## config.mk

```make
export PLATFORM = sky130hd
export DESIGN_NAME = cop_ise_mc
export DESIGN_NICKNAME = d
export VERILOG_FILES = /design/src/rtl/cop_ise_mc.sv
export SDC_FILE = /design/constraint.sdc
export NUM_CORES = 1
export LEC_CHECK = 0
export CAP_MARGIN = 0
export CELL_PAD_IN_SITES_DETAIL_PLACEMENT = 0
export CELL_PAD_IN_SITES_GLOBAL_PLACEMENT = 1
export CORE_MARGIN = 2
export CORE_UTILIZATION = 39
export DETAILED_ROUTE_END_ITERATION = 6
export PLACE_DENSITY_LB_ADDON = 0.1
export SYNTH_ARGS = -nofsm -noshare
export SYNTH_HDL_FRONTEND = slang
export SYNTH_SLANG_ARGS = --single-unit
```

## constraint.sdc

```tcl
create_clock -name cop_clk -period 2.1 [get_ports cop_clk]
set_input_delay 0.315 -clock cop_clk [delete_from_list [all_inputs] [get_ports cop_clk]]
set_output_delay 0.315 -clock cop_clk [all_outputs]
set_load 0.01 [all_outputs]
```

## src/rtl/cop_ise_mc.sv

```systemverilog
// cop_ise_mc: multi-cycle lightweight-crypto ISE co-processor (optional perf counter: COP_ISE_MC_PERF_CNT_EN)
module cop_ise_mc #(
  parameter logic [2:0] ISE_V   = 3'b111,
  parameter int         LATENCY = 1,
  parameter int         XLEN    = 32
) (
  input  logic            cop_clk,
  input  logic            cop_rst,
  input  logic            cop_valid,
  input  logic            cop_rdywr,
  output logic            cop_ready,
  output logic            cop_wait,
  output logic            cop_wr,
  input  logic [31:0]     cop_insn,
  input  logic [XLEN-1:0] cop_rs1,
  input  logic [XLEN-1:0] cop_rs2,
  output logic [XLEN-1:0] cop_rd
`ifdef COP_ISE_MC_PERF_CNT_EN
  ,
  output logic [31:0]     perf_cnt
`endif
);
  if (XLEN != 32) begin : g_xlen_chk
    $error("cop_ise_mc: XLEN must be 32");
  end
  if (LATENCY < 1 || LATENCY > 8) begin : g_lat_chk
    $error("cop_ise_mc: LATENCY must be 1..8");
  end
  typedef enum logic [1:0] {IDLE, BUSY, DONE} state_t;
  state_t      st;
  logic [2:0]  cnt;
  logic        x_sel;
  logic [4:0]  sh;
  logic [31:0] a, b;
  logic [6:0]  funct, opc;
  logic        is_ror, is_xnor, is_fsri, is_fix, is_rd, dec;
  logic [4:0]  fix_sh, d_sh;
  logic [31:0] cnt_now, d_a, d_b, res;
  logic [63:0] fun;
  assign funct = cop_insn[31:25];
  assign opc   = cop_insn[6:0];
`ifdef COP_ISE_MC_PERF_CNT_EN
  assign cnt_now = perf_cnt;
  assign is_rd   = opc == 7'h7B && funct == 7'h7F;
`else
  assign cnt_now = '0;
  assign is_rd   = 1'b0;
`endif
  // Decode the offered instruction; rori is a funnel of rs1 with itself and the
  // perf read is a zero-amount funnel of the sampled count.
  always_comb begin
    is_ror  = ISE_V[0] && opc == 7'h0B && funct[6:5] == 2'b00;
    is_xnor = ISE_V[0] && opc == 7'h5B && funct == 7'h00;
    is_fsri = ISE_V[1] && opc == 7'h2B && funct[6:5] == 2'b00;
    is_fix  = ISE_V[2] && opc == 7'h7B && funct[6:2] == 5'b00000;
    dec     = is_ror || is_xnor || is_fsri || is_fix || is_rd;
    fix_sh  = funct[1:0] == 2'd0 ? 5'd15 : funct[1:0] == 2'd1 ? 5'd6 :
              funct[1:0] == 2'd2 ? 5'd21 : 5'd27;
    d_sh    = is_fix ? fix_sh : is_rd ? 5'd0 : funct[4:0];
    d_a     = is_rd ? cnt_now : cop_rs1;
    d_b     = (is_ror || is_rd) ? d_a : cop_rs2;
  end
  assign fun    = {b, a} >> sh;
  assign res    = x_sel ? ~(a ^ b) : fun[31:0];
  assign cop_rd = cop_wr ? res : '0;
  // Control FSM: accept in IDLE, count down in BUSY, hold the result in DONE until taken.
  always_ff @(posedge cop_clk or posedge cop_rst) begin
    if (cop_rst) begin
      st        <= IDLE;
      cop_ready <= 1'b1;
      cop_wait  <= 1'b0;
      cop_wr    <= 1'b0;
      cnt       <= '0;
      x_sel     <= 1'b0;
      sh        <= '0;
      a         <= '0;
      b         <= '0;
    end else begin
      case (st)
        IDLE: if (cop_valid && dec) begin
          x_sel     <= is_xnor;
          sh        <= d_sh;
          a         <= d_a;
          b         <= d_b;
          cnt       <= 3'(LATENCY - 1);
          st        <= LATENCY == 1 ? DONE : BUSY;
          cop_wr    <= LATENCY == 1;
          cop_ready <= 1'b0;
          cop_wait  <= 1'b1;
        end
        BUSY: begin
          cnt <= cnt - 3'd1;
          if (cnt == 3'd1) begin
            st     <= DONE;
            cop_wr <= 1'b1;
          end
        end
        DONE: if (cop_rdywr) begin
          st        <= IDLE;
          cop_wr    <= 1'b0;
          cop_ready <= 1'b1;
          cop_wait  <= 1'b0;
        end
        default: st <= IDLE;
      endcase
    end
  end
`ifdef COP_ISE_MC_PERF_CNT_EN
  // Count every retirement (DONE with the write-back taken), wrapping naturally.
  always_ff @(posedge cop_clk or posedge cop_rst) begin
    if (cop_rst) perf_cnt <= '0;
    else if (st == DONE && cop_rdywr) perf_cnt <= perf_cnt + 32'd1;
  end
`endif
endmodule
```

* After elaboration in Yosys (flattened, before gate mapping)
Index checks and enable logic that the tools add are counted.
** Storage, ports and cells
- Register bits :: 78
- Input bits :: 100
- Output and inout port bits :: 35
- Word-level logic and storage cells :: 67
** Operators by class
- Add/subtract/negate cells :: 1
- Equal/unequal tests :: 12
- Shift operators :: 1
- Mux-type cells :: 21
- Bitwise logic cells :: 2
- Reductions and logical operators :: 21
** Operator list (count)
- two-way mux 32 bit :: 3
- >> shifter 64 x 5 -> 32 bit :: 1
- NOT 32 bit :: 1
- bitwise XOR 32 bit :: 1
- two-way mux 5 bit :: 3
- == test 7 bit (second input constant) :: 2
- == test 7 x 4 -> 1 bit (second input constant) :: 1
- == test 7 x 6 -> 1 bit (second input constant) :: 1
- logical NOT 7 bit :: 1
- logical NOT 2 bit :: 3
- two-way mux 2 bit :: 3
- inequality test 2 bit (second input constant) :: 3
- case mux 2 bit (3 select lines) :: 1
- case mux 3 bit (2 select lines) :: 1
- AND reduction 3 bit :: 2
- logical AND 1 bit :: 5
- logical NOT 5 bit :: 1
- two-way mux 1 bit :: 5
- == test 2 x 1 -> 1 bit (second input constant) :: 2
- == test 2 bit (second input constant) :: 2
- two-way mux 4 bit :: 1
- case mux 1 bit (2 select lines) :: 2
- AND reduction 2 bit :: 2
- AND reduction 4 bit :: 1
- other kinds (7) :: 10

* Longest topological paths before layout
- Depth in word-level cells :: 8
- Gate-level depth with buffers :: 9
- Gate-level depth less buffers :: 6

* Worst setup path after synthesis
No wires, ideal clock.
- Path type :: flip-flop to output port
- Start point :: reg sh[1]
- End point :: out cop_rd[25]
- Arrival :: 1987 ps
- Required time :: 1785 ps
- Setup slack :: -202 ps
- Cell stages (with the launch flop) :: 8
- Buffers on the path :: 3
- Cell sequence :: dfrtp_1 buf_6 buf_8 buf_12 mux2i_1 mux4_2 mux2_2 a221oi_1
** On the way
- Word-level cells in the longest chain between the ends :: 3
** RTL lines
- start, declared :: RTL line 33 : logic [4:0] sh;
- start signal, assigned :: RTL line 82 : sh <= d_sh;
- >> shifter 64 x 5 -> 32 bit :: RTL line 63 : assign fun = {b, a} >> sh;
- two-way mux 32 bit :: RTL line 64 : assign res = x_sel ? ~(a ^ b) : fun[31:0];
- two-way mux 32 bit :: RTL line 65 : assign cop_rd = cop_wr ? res : '0;
- end, declared :: RTL line 17 : output logic [XLEN-1:0] cop_rd
Every way passes these cells.

* Worst setup path after layout
- Start point :: reg sh[1]
- End point :: out cop_rd[9]
The elaborated chain is that of the path after synthesis.

==> metrics.md <==
| Metric | Value |
|---|---|
| Outcome | `finished, violations left` |
| Failing checks | `negative setup slack` |
| Skew-Pair Late Insertion Delay | `0.35 ns` |
| # Max-Cap Violations | `0` |
| Synth area leader | `dfrtp_1` |
| Post-layout util | `61.8%` |
| H-tree lvl count | `3` |
| GRT Total Usage | `31.1%` |
| Async SR Flop Fraction | `100%` |
| Syn_nets | `770` |
| Total CTS buffers | `9` |
| Detailed placement HPWL | `25000 um` |
| Post-Syn Instances | `665` |
| DRT Pass-1 Iters | `5` |
| Post-DR vias/cell | `5.83` |
| Worst vdd ir | `377 uV` |
| Register share of total power | `31.6%` |
| Critical path start-end classification | `flop to primary output` |
| Synth Area in Simple Gates | `5.99%` |
| Final Wtd Congestion | `1.04` |
| P_sw | `1560 uW` |
| IO buf count | `116` |
| Sw Share | `30.9%` |
| Antenna violations before repair | `0` |
| Yosys warning count | `0` |
| Final Max Slew Viols | `0` |
| XOR/XNOR share of the synthesized area | `3.64%` |
| Clk network pwr share | `35.3%` |
| Clk_skew | `0.00815 ns` |
| Worst Setup Start Kind | `flop` |
| Worst Path Arrival | `2.66 ns` |
| Congestion Overflow GR | `0` |
| TritonCTS clock tree | `yes` |
| Clock root buffer | `clkbuf_16` |
| Largest family of logic cells by synthesized area | `multiplexers` |
| Area delta synth->final | `55.5%` |
| Clock buffer depth | `2` |
| CP Data Required Time | `1.78 ns` |
| Fin crit period | `2.97 ns` |
| Wire per inst | `25.7 um` |
| Total clock sinks | `72` |
| Die span in x | `145 um` |
| Routed wire length | `32500 um` |
| Final instance area | `12000 um2` |
| Worst-path fanout max | `6` |
| Cell area after synthesis | `7700 um2` |
| Static Leak | `0.00524 uW` |
| Ports | `135` |
| Vias in the first global route | `7450` |
| Hold WC Path Type | `primary input to async pin` |
| Slew margin rel. | `56.7%` |
| Final Cycle Share | `141%` |
| F_max | `337 MHz` |
| Die area | `20900 um2` |
| Post-Synth Adder-Cell Area | `0.812%` |
| First-pass GRT wire length | `47000 um` |
| Cell internal pwr | `3490 uW` |
| Layout cells sized above 1 | `59.8%` |
| Compound-Gate Fraction of Synth Area | `9.47%` |
| # rows | `51` |
| Residual DRC | `0` |
| Nets | `1103` |
| Top-count cell post-synth | `mux2_2` |
| Top post-synthesis cells by area | `dfrtp_1 (23%), mux2_2 (20%), mux4_2 (15%)` |
| Critical path capture point type | `primary output` |
| Pwr/cell area | `421 nW/um2` |
| Comb power frac | `33.1%` |
| Setup violators final | `32` |
| Clk slew on worst S/H paths | `0.07 ns` |
| Mux cell area share after synthesis | `50.9%` |
| Die height | `145 um` |
| Seq/Total Area, Yosys | `23.4%` |
| Starting Density | `39.7%` |
| Pin count of the biggest net entering global routing | `58` |
| Post-synth EDFFs | `0` |
| Synthesized area per cell | `11.6 um2` |
| CORE AREA | `19400 um2` |
| Hold Vio Cnt, Final | `0` |
| Setup slack after layout | `-0.870 ns` |
| Detail Route Antenna Nets | `0` |
| Vias | `7394` |
| Synth unique cells | `57` |
| DP Area | `10700 um2` |
| Synth top cells by count | `mux2_2 (136), mux2i_1 (79), dfrtp_1 (71)` |
| Total power | `5050 uW` |
| Synth Flop Type | `dfrtp_1` |
| Yosys top cell area share | `23.1%` |
| DRT iter0 DRCs | `498` |
| Slew @ Worst Pin | `0.649 ns` |
| RSZ-0062 raised after global routing | `yes` |
| Synthesis-stage register bit count | `72` |
| # diodes | `0` |
## registers in the layout, indices dropped and copies added, names as in the netlist
register,count
a,32
b,32
sh,5
cop_ready,1
cop_wait,1
x_sel,1
## logic make-up (layout without fill, tap and decap cells)
group           after synthesis  after routing
mux                         286            286
compound gates              105            105
simple gates                 92             92
buf+inv                      73            411
flops                        72             72
xor+xnor                     32             32
fa+ha+maj                     5              5
## routing by layer
| layer | global-route usage (%) | share of wire [%] | up-vias |
|---|---|---|---|
| li1 | - | - | 3248 |
| met1 | 42.3 | 43 | 3751 |
| met2 | 47.8 | 45 | 333 |
| met3 | 8.18 | 8.1 | 60 |
| met4 | 10.6 | 3.7 | 2 |
| met5 | 3.76 | 0.30 | - |
## worst max-delay path, stage by stage, from the launching register on
cell and delay, ns:
dfrtp_4 0.49, buf_6 0.14, mux4_2 0.49, mux2_4 0.29, a222oi_1 0.33, buf_4 0.23, nand2_2 0.05, and3_4 0.17
buf_6 0.11
## power by group through the flow
stage	Sequential, uW	Clock (uW)	Combinational (uW)
6_report	1590	1780	1670
4_1_cts	1590	1820	1620
5_1_grt	1600	1860	1750
2_1_floorplan	1560	0	717
3_3_place_gp	1610	0	1420
3_5_place_dp	1620	0	1440
## layout by cell type, fill, tap and decap left out, types with 16 or more instances in the layout
cell type and n:
clkdlybuf4s50_1 74, mux2_4 42, nand2_1 44, mux2i_1 55, mux4_2 65, xor2_1 27
mux2_2 100, buf_2 28, buf_4 221, o211ai_1 24, buf_12 17, dfrtp_1 67
mux2i_2 16, buf_6 24
## repair_timing
| item | 4_1_cts | 5_1_grt |
|---|---|---|
| endpoints found under the setup margin | 102 | 99 |
| pin swaps | 30 | 25 |
| gates cloned | 6 | 5 |
| hold buffers | 0 | 0 |
| buffers inserted | 32 | 10 |
| gates resized for setup | 259 | 42 |
## final timing paths
path | from | endpoint | slack, ns | depth (start not counted)
max | sh[1] | cop_rd[9] | -0.87 | 8
min | cop_rst | b[25] | 0.39 | 2
max reg2reg | cop_wait | a[29] | 0.45 | 6
min reg2reg | cop_ready | cop_ready | 0.54 | 2
max in group asynchronous | cop_rst | b[11] | 1.09 | 3
min in group cop_clk | cop_insn[28] | sh[3] | 0.44 | 4
## metrics by stage
step / instances / setup WS [ns] / TNS [ns] / hold WS (ns)
finish: 1268 / -0.870 / -23.85 / 0.389
global route: 1268 / -0.924 / -26.18 / 0.435
detailed placement: 1206 / -0.872 / -63.53 / 0.522
CTS: 1256 / -0.839 / -23.84 / 0.389
global placement: 1206 / -0.874 / -60.70 / 0.506
floorplan: 665 / -0.123 / -1.71 / 0.385
## area by class of cell
cell class	instances	area (um2)
clock buffer	10	239
clock inverter	6	97.6
fill	1648	7420
inverter	9	40.0
multi-input combinational	520	5920
sequential	72	1810
tap	265	332
timing repair buffer	386	3550
(Power assumes the default switching activity.)
